**config.mk**
```make
export PLATFORM = sky130hd
export DESIGN_NAME = aes_avalon_interface
export DESIGN_NICKNAME = d
export VERILOG_FILES = /design/src/rtl/aes_avalon_interface.sv
export SDC_FILE = /design/constraint.sdc
export NUM_CORES = 1
export LEC_CHECK = 0
export ABC_AREA = 1
export BUFFER_PORTS_ARGS = -buffer_cell sky130_fd_sc_hd__buf_2
export CAP_MARGIN = 20
export CELL_PAD_IN_SITES_DETAIL_PLACEMENT = 1
export CELL_PAD_IN_SITES_GLOBAL_PLACEMENT = 1
export CORE_MARGIN = 2
export CORE_UTILIZATION = 35
export DETAILED_ROUTE_END_ITERATION = 16
export PLACE_DENSITY = 0.8
export SYNTH_ARGS = -nofsm -noshare
export SYNTH_HDL_FRONTEND = slang
export SYNTH_SLANG_ARGS = --single-unit
```
**constraint.sdc**
```tcl
create_clock -name CLK -period 5.25 [get_ports CLK]
set_clock_uncertainty 0.05 [all_clocks]
set_input_delay 0.2625 -clock CLK [delete_from_list [all_inputs] [get_ports CLK]]
set_output_delay 0.2625 -clock CLK [all_outputs]
set_load 0.01 [all_outputs]
```
**src/rtl/aes_avalon_interface.sv**
```systemverilog
// Avalon-MM slave wrapper around the AES decryption core: key/ciphertext registers,
// start/done handshake, plaintext capture and a saturating run-cycle counter.
module aes_avalon_interface #(
    parameter int CNT_W = 32
) (
    input  logic         CLK,
    input  logic         RESET,
    input  logic         AVL_CS,
    input  logic         AVL_READ,
    input  logic         AVL_WRITE,
    input  logic [3:0]   AVL_ADDR,
    input  logic [3:0]   AVL_BYTE_EN,
    input  logic [31:0]  AVL_WRITEDATA,
    output logic [31:0]  AVL_READDATA,
    output logic         AES_START,
    input  logic         AES_DONE,
    output logic [127:0] AES_KEY,
    output logic [127:0] AES_MSG_ENC,
    input  logic [127:0] AES_MSG_DEC,
    output logic [31:0]  EXPORT_DATA
);

    typedef enum logic [1:0] {
        ST_IDLE = 2'd0,
        ST_RUN  = 2'd1,
        ST_DONE = 2'd2
    } state_t;

    state_t state, next_state;

    logic [31:0]      key_reg     [4];
    logic [31:0]      msg_enc_reg [4];
    logic [31:0]      msg_dec_reg [4];
    logic [CNT_W-1:0] run_cycles;
    logic [31:0]      cycles_ext;

    logic wr_en;
    logic start_wr;
    logic start_set;
    logic start_clr;
    logic start_bit;
    logic done_bit;

    function automatic logic [31:0] merge_bytes(input logic [31:0] old_word,
                                                input logic [31:0] new_word,
                                                input logic [3:0]  be);
        logic [31:0] result;
        result = old_word;
        for (int b = 0; b < 4; b++) begin
            if (be[b]) begin
                result[8*b +: 8] = new_word[8*b +: 8];
            end
        end
        return result;
    endfunction

    assign wr_en     = AVL_CS & AVL_WRITE;
    assign start_wr  = wr_en && (AVL_ADDR == 4'd14) && AVL_BYTE_EN[0];
    assign start_set = start_wr & AVL_WRITEDATA[0];
    assign start_clr = start_wr & ~AVL_WRITEDATA[0];

    always_ff @(posedge CLK) begin
        if (RESET) begin
            state <= ST_IDLE;
        end else begin
            state <= next_state;
        end
    end

    // Abort (START written to 0) wins over a simultaneous AES_DONE.
    always_comb begin
        next_state = state;
        case (state)
            ST_IDLE: if (start_set) next_state = ST_RUN;
            ST_RUN: begin
                if (start_clr) begin
                    next_state = ST_IDLE;
                end else if (AES_DONE) begin
                    next_state = ST_DONE;
                end
            end
            ST_DONE: if (start_clr) next_state = ST_IDLE;
            default: next_state = ST_IDLE;
        endcase
    end

    always_comb begin
        start_bit = 1'b0;
        done_bit  = 1'b0;
        case (state)
            ST_RUN:  start_bit = 1'b1;
            ST_DONE: begin
                start_bit = 1'b1;
                done_bit  = 1'b1;
            end
            default: begin
                start_bit = 1'b0;
                done_bit  = 1'b0;
            end
        endcase
    end

    assign AES_START = start_bit;

    // The counter advances on every edge the FSM spends in RUN, including the capture edge.
    always_ff @(posedge CLK) begin
        if (RESET) begin
            for (int i = 0; i < 4; i++) begin
                key_reg[i]     <= '0;
                msg_enc_reg[i] <= '0;
                msg_dec_reg[i] <= '0;
            end
            run_cycles <= '0;
        end else begin
            if (wr_en && !AVL_ADDR[3] && (state != ST_RUN)) begin
                if (AVL_ADDR[2]) begin
                    msg_enc_reg[AVL_ADDR[1:0]] <= merge_bytes(msg_enc_reg[AVL_ADDR[1:0]],
                                                              AVL_WRITEDATA, AVL_BYTE_EN);
                end else begin
                    key_reg[AVL_ADDR[1:0]] <= merge_bytes(key_reg[AVL_ADDR[1:0]],
                                                          AVL_WRITEDATA, AVL_BYTE_EN);
                end
            end

            if ((state == ST_IDLE) && start_set) begin
                run_cycles <= '0;
            end else if ((state == ST_RUN) && (run_cycles != {CNT_W{1'b1}})) begin
                run_cycles <= run_cycles + 1'b1;
            end

            if ((state == ST_RUN) && !start_clr && AES_DONE) begin
                msg_dec_reg[0] <= AES_MSG_DEC[127:96];
                msg_dec_reg[1] <= AES_MSG_DEC[95:64];
                msg_dec_reg[2] <= AES_MSG_DEC[63:32];
                msg_dec_reg[3] <= AES_MSG_DEC[31:0];
            end
        end
    end

    always_comb begin
        cycles_ext = '0;
        cycles_ext[CNT_W-1:0] = run_cycles;
    end

    always_comb begin
        AVL_READDATA = '0;
        if (AVL_CS && AVL_READ) begin
            case (AVL_ADDR[3:2])
                2'd0: AVL_READDATA = key_reg[AVL_ADDR[1:0]];
                2'd1: AVL_READDATA = msg_enc_reg[AVL_ADDR[1:0]];
                2'd2: AVL_READDATA = msg_dec_reg[AVL_ADDR[1:0]];
                default: begin
                    case (AVL_ADDR[1:0])
                        2'd0:    AVL_READDATA = cycles_ext;
                        2'd2:    AVL_READDATA = {31'd0, start_bit};
                        2'd3:    AVL_READDATA = {31'd0, done_bit};
                        default: AVL_READDATA = '0;
                    endcase
                end
            endcase
        end
    end

    assign AES_KEY     = {key_reg[0], key_reg[1], key_reg[2], key_reg[3]};
    assign AES_MSG_ENC = {msg_enc_reg[0], msg_enc_reg[1], msg_enc_reg[2], msg_enc_reg[3]};
    assign EXPORT_DATA = {key_reg[0][31:16], key_reg[3][15:0]};

endmodule

```
# ---- Word level (Yosys, flattened, before mapping)
# Memory sizes are Yosys's and may differ from the RTL's.
# Cells that the tools add are included.
dict set report word_totals {
  ff_bits 34
  ramBits 384
  inputBits 174
  out_inout_bits 321
  mem_count 3
}
dict set report op_classes {
  n_addsub 1
  eq_ne 12
  n_mux 65
  n_bitwise 8
  reduce_logical 19
}
# name words width read_ports rd_clocked_by_memory_dff wr line
set memory_table {}
lappend memory_table {key_reg 4 32 5 0 4 31} ;# logic [31:0] key_reg [4];
lappend memory_table {msg_dec_reg 4 32 1 0 4 33} ;# logic [31:0] msg_dec_reg [4];
lappend memory_table {msg_enc_reg 4 32 5 0 4 32} ;# logic [31:0] msg_enc_reg [4];
# operator n
set op_table {}
lappend op_table {{8-bit two-way mux} 32}
lappend op_table {{32-bit two-way mux} 7}
lappend op_table {{32-bit one-hot mux with 3 select lines} 2}
lappend op_table {{32-bit OR reduction} 2}
lappend op_table {{32-bit by 1-bit adder with 32-bit output, second input constant} 1}
lappend op_table {{32-bit != test, second input constant} 1}
lappend op_table {{1-bit two-way mux} 17}
lappend op_table {{2-bit two-way mux} 6}
lappend op_table {{1-bit logical AND} 9}
lappend op_table {{2-bit equality test, second input constant} 4}
lappend op_table {{2-bit zero test} 3}
lappend op_table {{2-bit one-hot mux with 3 select lines} 1}
lappend op_table {{2-bit by 1-bit equality test with 1-bit output, second input constant} 2}
lappend op_table {{4-bit equality test, second input constant} 1}
lappend op_table {{2-bit != test, second input constant} 2}
lappend op_table {{1-bit OR} 4}
lappend op_table {{2-bit OR reduction} 2}
lappend op_table {{1-bit bitwise AND} 3}
lappend op_table {{3-bit != test, second input constant} 1}
lappend op_table {{3-bit AND reduction} 1}
lappend op_table {{1-bit zero test} 2}
lappend op_table {{2-bit by 1-bit != test with 1-bit output, second input constant} 1}
lappend op_table {{1-bit inverter} 1}

# ---- Depth between registers and ports, before layout
dict set report logic_depth {
  ltp_word 11
  mapped_depth 11
}

# ---- Least setup slack after synthesis
# No wires, ideal clock.
dict set report synth_path {
  kind {input -> register}
  start {in AVL_BYTE_EN[0]}
  end {mem msg_dec_reg[0][0] (enable)}
  setup_ns 1.114
  arrival_time_ns 3.065
  required_ns 4.086
  slack_ns 1.020
  stages 8
  path_buffers 1
  path_cell_list {buf_4 -> clkinv_1 -> nor2_1 -> nand3b_1 -> nand2_1 -> inv_1 -> nand2_1 -> nand2_1}
}
# element line
set synth_lines {}
lappend synth_lines {{from (decl)} 12} ;# input logic [3:0] AVL_BYTE_EN,
lappend synth_lines {{to (decl)} 33}

# ---- Final worst setup path
dict set report layout_path {
  start {in AVL_ADDR[1]}
  end {out AVL_READDATA[25]}
}
dict set report layout_via {
  elab_chain_cells 4
}
# element line
set layout_rtl {}
lappend layout_rtl {{from (decl)} 11} ;# input logic [3:0] AVL_ADDR,
lappend layout_rtl {{2-bit equality test / 2-bit zero test (equally long branches)} 153} ;# case (AVL_ADDR[1:0])
lappend layout_rtl {{32-bit one-hot mux with 3 select lines} 153}
lappend layout_rtl {{32-bit one-hot mux with 3 select lines *} 148} ;# case (AVL_ADDR[3:2])
lappend layout_rtl {{32-bit two-way mux *} 147} ;# if (AVL_CS && AVL_READ) begin
lappend layout_rtl {{to (decl)} 14} ;# output logic [31:0] AVL_READDATA,
# Mark *: on every way between the ends. The rest lies on a longest branch, timed or not.

==> qor.csv <==
metric;value;unit
overall fraction of global-route tracks in use;30.3;%
antenna violations before repair;6;
Cell Area, Placed;23500;um2
total gr overflow;0;
Clock power frac;39.9;%
type of the most critical hold path;in2reg;
number of rows created at floorplan;88;
CTS H-tree lvls;2;
cts-stage hold buffer count;128;
core region area;57900;um2
internal power;6.20;mW
DRC violation count after routing;0;
Final Slew Violations;0;
critical path class;in2out;
Inserted Clock Buffers;46;
Initial DRC Count;1675;
final setup slack of the worst path;1.92;ns
horizontal die dimension;247;um
top cell type by total area after synthesis;sky130_fd_sc_hd__edfxtp_1;
via count of the first global-routing pass;20400;
global-route wire length before repair;135000;um
area used by multi-input combinational logic;6750;um2
number of warning messages in the yosys log;0;
most frequent cell after synthesis;sky130_fd_sc_hd__nand2_1;
asr flop ratio synth;0;%
Synthesized Nets;2558;
number of instances in the synthesized netlist;2380;
tightest slew margin relative to the limit;25.4;%
final count of hold timing violations;0;
main flop type after synthesis;sky130_fd_sc_hd__edfxtp_1;
fraction of power spent switching nets;28.3;%
ANT nets after route;0;
top post-synthesis cells by area;sky130_fd_sc_hd__edfxtp_1 (56%), sky130_fd_sc_hd__nand2_1 (15%), sky130_fd_sc_hd__nor2_1 (8.3%), sky130_fd_sc_hd__inv_1 (4.4%), sky130_fd_sc_hd__dfxtp_1 (3.3%);
TritonCTS clock tree;yes;
P per Cell Area;328;nW/um2
share of layout cells above drive strength 1;20.8;%
Final Routed Wirelength;94600;um
total of endpoints with negative setup slack in the final report;0;
number of violations of the max-capacitance limit;0;
Max Fanout on Critical Path;73;
Worst-path clk slew;0.06;ns
element type at the critical path start;input pin;
fin crit share;63.4;%
Unique masters post-synth;28;
worst voltage drop across the vdd grid;258;uV
CTS sink count;418;
CTS Buffer Depth;3;
signal arrival time at the worst endpoint;3.02;ns
#FFs+latches synth;418;
CP cell instances;buf_2 > nand2_1 > inv_4 > buf_4 > nand2_1 > nand3_1 > nand2_1 > nand2_1 > nor2_1 > nor2_1 > buf_2;
final core utilization;45.6;%
synthesized area per cell;8.65;um2
share of the synthesized area in the top cell type;56.0;%
area delta synth->final;28.4;%
endpoint class of the critical path;output pin;
average wire per standard cell;25.4;um
Post-Place Cells;3509;
Resize count post-CTS;0;
WHS;0.0183;ns
top cell types by occurrence after synthesis;sky130_fd_sc_hd__nand2_1 (830), sky130_fd_sc_hd__nor2_1 (454), sky130_fd_sc_hd__edfxtp_1 (384);
power consumption;8.66;mW
total die area;60800;um2
net total in the final layout;3099;
slowest stage delay, CP;0.85;ns
post-detailed-placement half-perimeter wirelength;63000;um
count of placed standard cells in the final layout, fillers left out;3727;
relative contribution of sequential cells to total power;45.9;%
Combinational Power Share;14.1;%
maximum number of pins on one net before global-route repair;107;
post-detailed-route via-to-cell ratio;5.27;
EDFF count, synth;384;
Layout fillers;6909;
Clock Root Buffer;sky130_fd_sc_hd__clkbuf_16;
cell seen most often among critical-path stages;sky130_fd_sc_hd__nand2_1;
starting density of the core;35.5;%
unrepaired setup endpoints after global routing;no;
insertion delay of the later-clocked pin in the worst-skew pair;0.59;ns
part of the Yosys area used for sequential elements;59.3;%
clock period minus final worst setup slack;3.33;ns
number of vias in the routed layout;19600;
net switching power of the design;2.45;mW
Setup WS pre-CTS;1.74;ns
transition time at the pin with the least slew margin;1.12;ns
die height;247;um
synthesized area;20600;um2
static leakage;12.2;nW
area of all placed cells without fillers;26400;um2
input/output buffers;494;
slowest stage cell on the critical path;sky130_fd_sc_hd__inv_4;
required time worst endpoint;4.94;ns
routability congestion estimate;0.931;
Total Negative Setup Slacks;0;ns
Max Clk Rate;0.301;GHz
Reg area;12200;um2
buffers inserted during post-CTS setup optimization;0;
status;finished clean;
number of primary I/O pins;495;
router iterations before antenna repair;5;
[critical path, delay by kind of cell]
kind / cells / cell delay, ns
buf+inv: 4 / 1.61
simple gates: 7 / 1.09
[cell families after synthesis]
logic type	synth area share, %
buffers and inverters	8.60
xor gates and xnor gates	0.511
and+or+nand+nor	26.6
adders and majority gates	0.243
DFF	59.3
AOI/OAI and AO/OA	4.72
[layout make-up]
class	count	area share [%]
timing repair buffer	645	15.1
multi-input combinational	1563	25.6
sequential	418	46.2
inverter	247	3.52
tap	765	3.62
clock inverter	34	1.40
antenna	4	0.0379
clock buffer	51	4.51
[layout by cell type (no fill, tap or decap), drive strengths merged, types with 4 or more instances in the layout]
cell type / netlist / final
edfxtp: 384 / 384
diode: 0 / 4
inv: 245 / 247
dfxtp: 34 / 34
nand2: 833 / 833
nor2: 461 / 461
clkinvlp: 0 / 6
ha: 4 / 4
nand3: 53 / 53
dlygate4sd3: 0 / 128
o21ai: 37 / 37
clkinv: 2 / 21
buf: 87 / 517
nand4: 46 / 46
xor2: 11 / 11
a21oi: 25 / 25
clkbuf: 65 / 51
bufinv: 0 / 7
a22oi: 86 / 86
[final timing paths]
path | from | end | slack (ns) | depth (start not counted)
max | AVL_ADDR[1] | AVL_READDATA[25] | 1.92 | 11
min | AES_MSG_DEC[123] | msg_dec_reg[0][27] | 0.02 | 3
max reg2reg | state[1] | msg_enc_reg[3][2] | 2.01 | 6
min reg2reg | state[0] | state[0] | 0.45 | 2
[layer usage]
layer	vias up	GRT usage, %	share of wire, %
met5	-	0	0.012
met4	2	13.4	4.7
met3	221	6.82	8.6
met2	994	52.5	49
met1	9727	35.9	38
li1	8680	-	-
[power by group through the flow]
stage	logic (mW)	clock network (mW)	registers, mW
global route	1.30	3.59	3.99
floorplan	0.569	0	4.06
detailed placement	1.12	0	4.03
global placement	1.09	0	4.02
CTS	1.20	3.44	3.96
finish	1.22	3.46	3.98
Note: power is estimated with default switching activity, not from simulation.
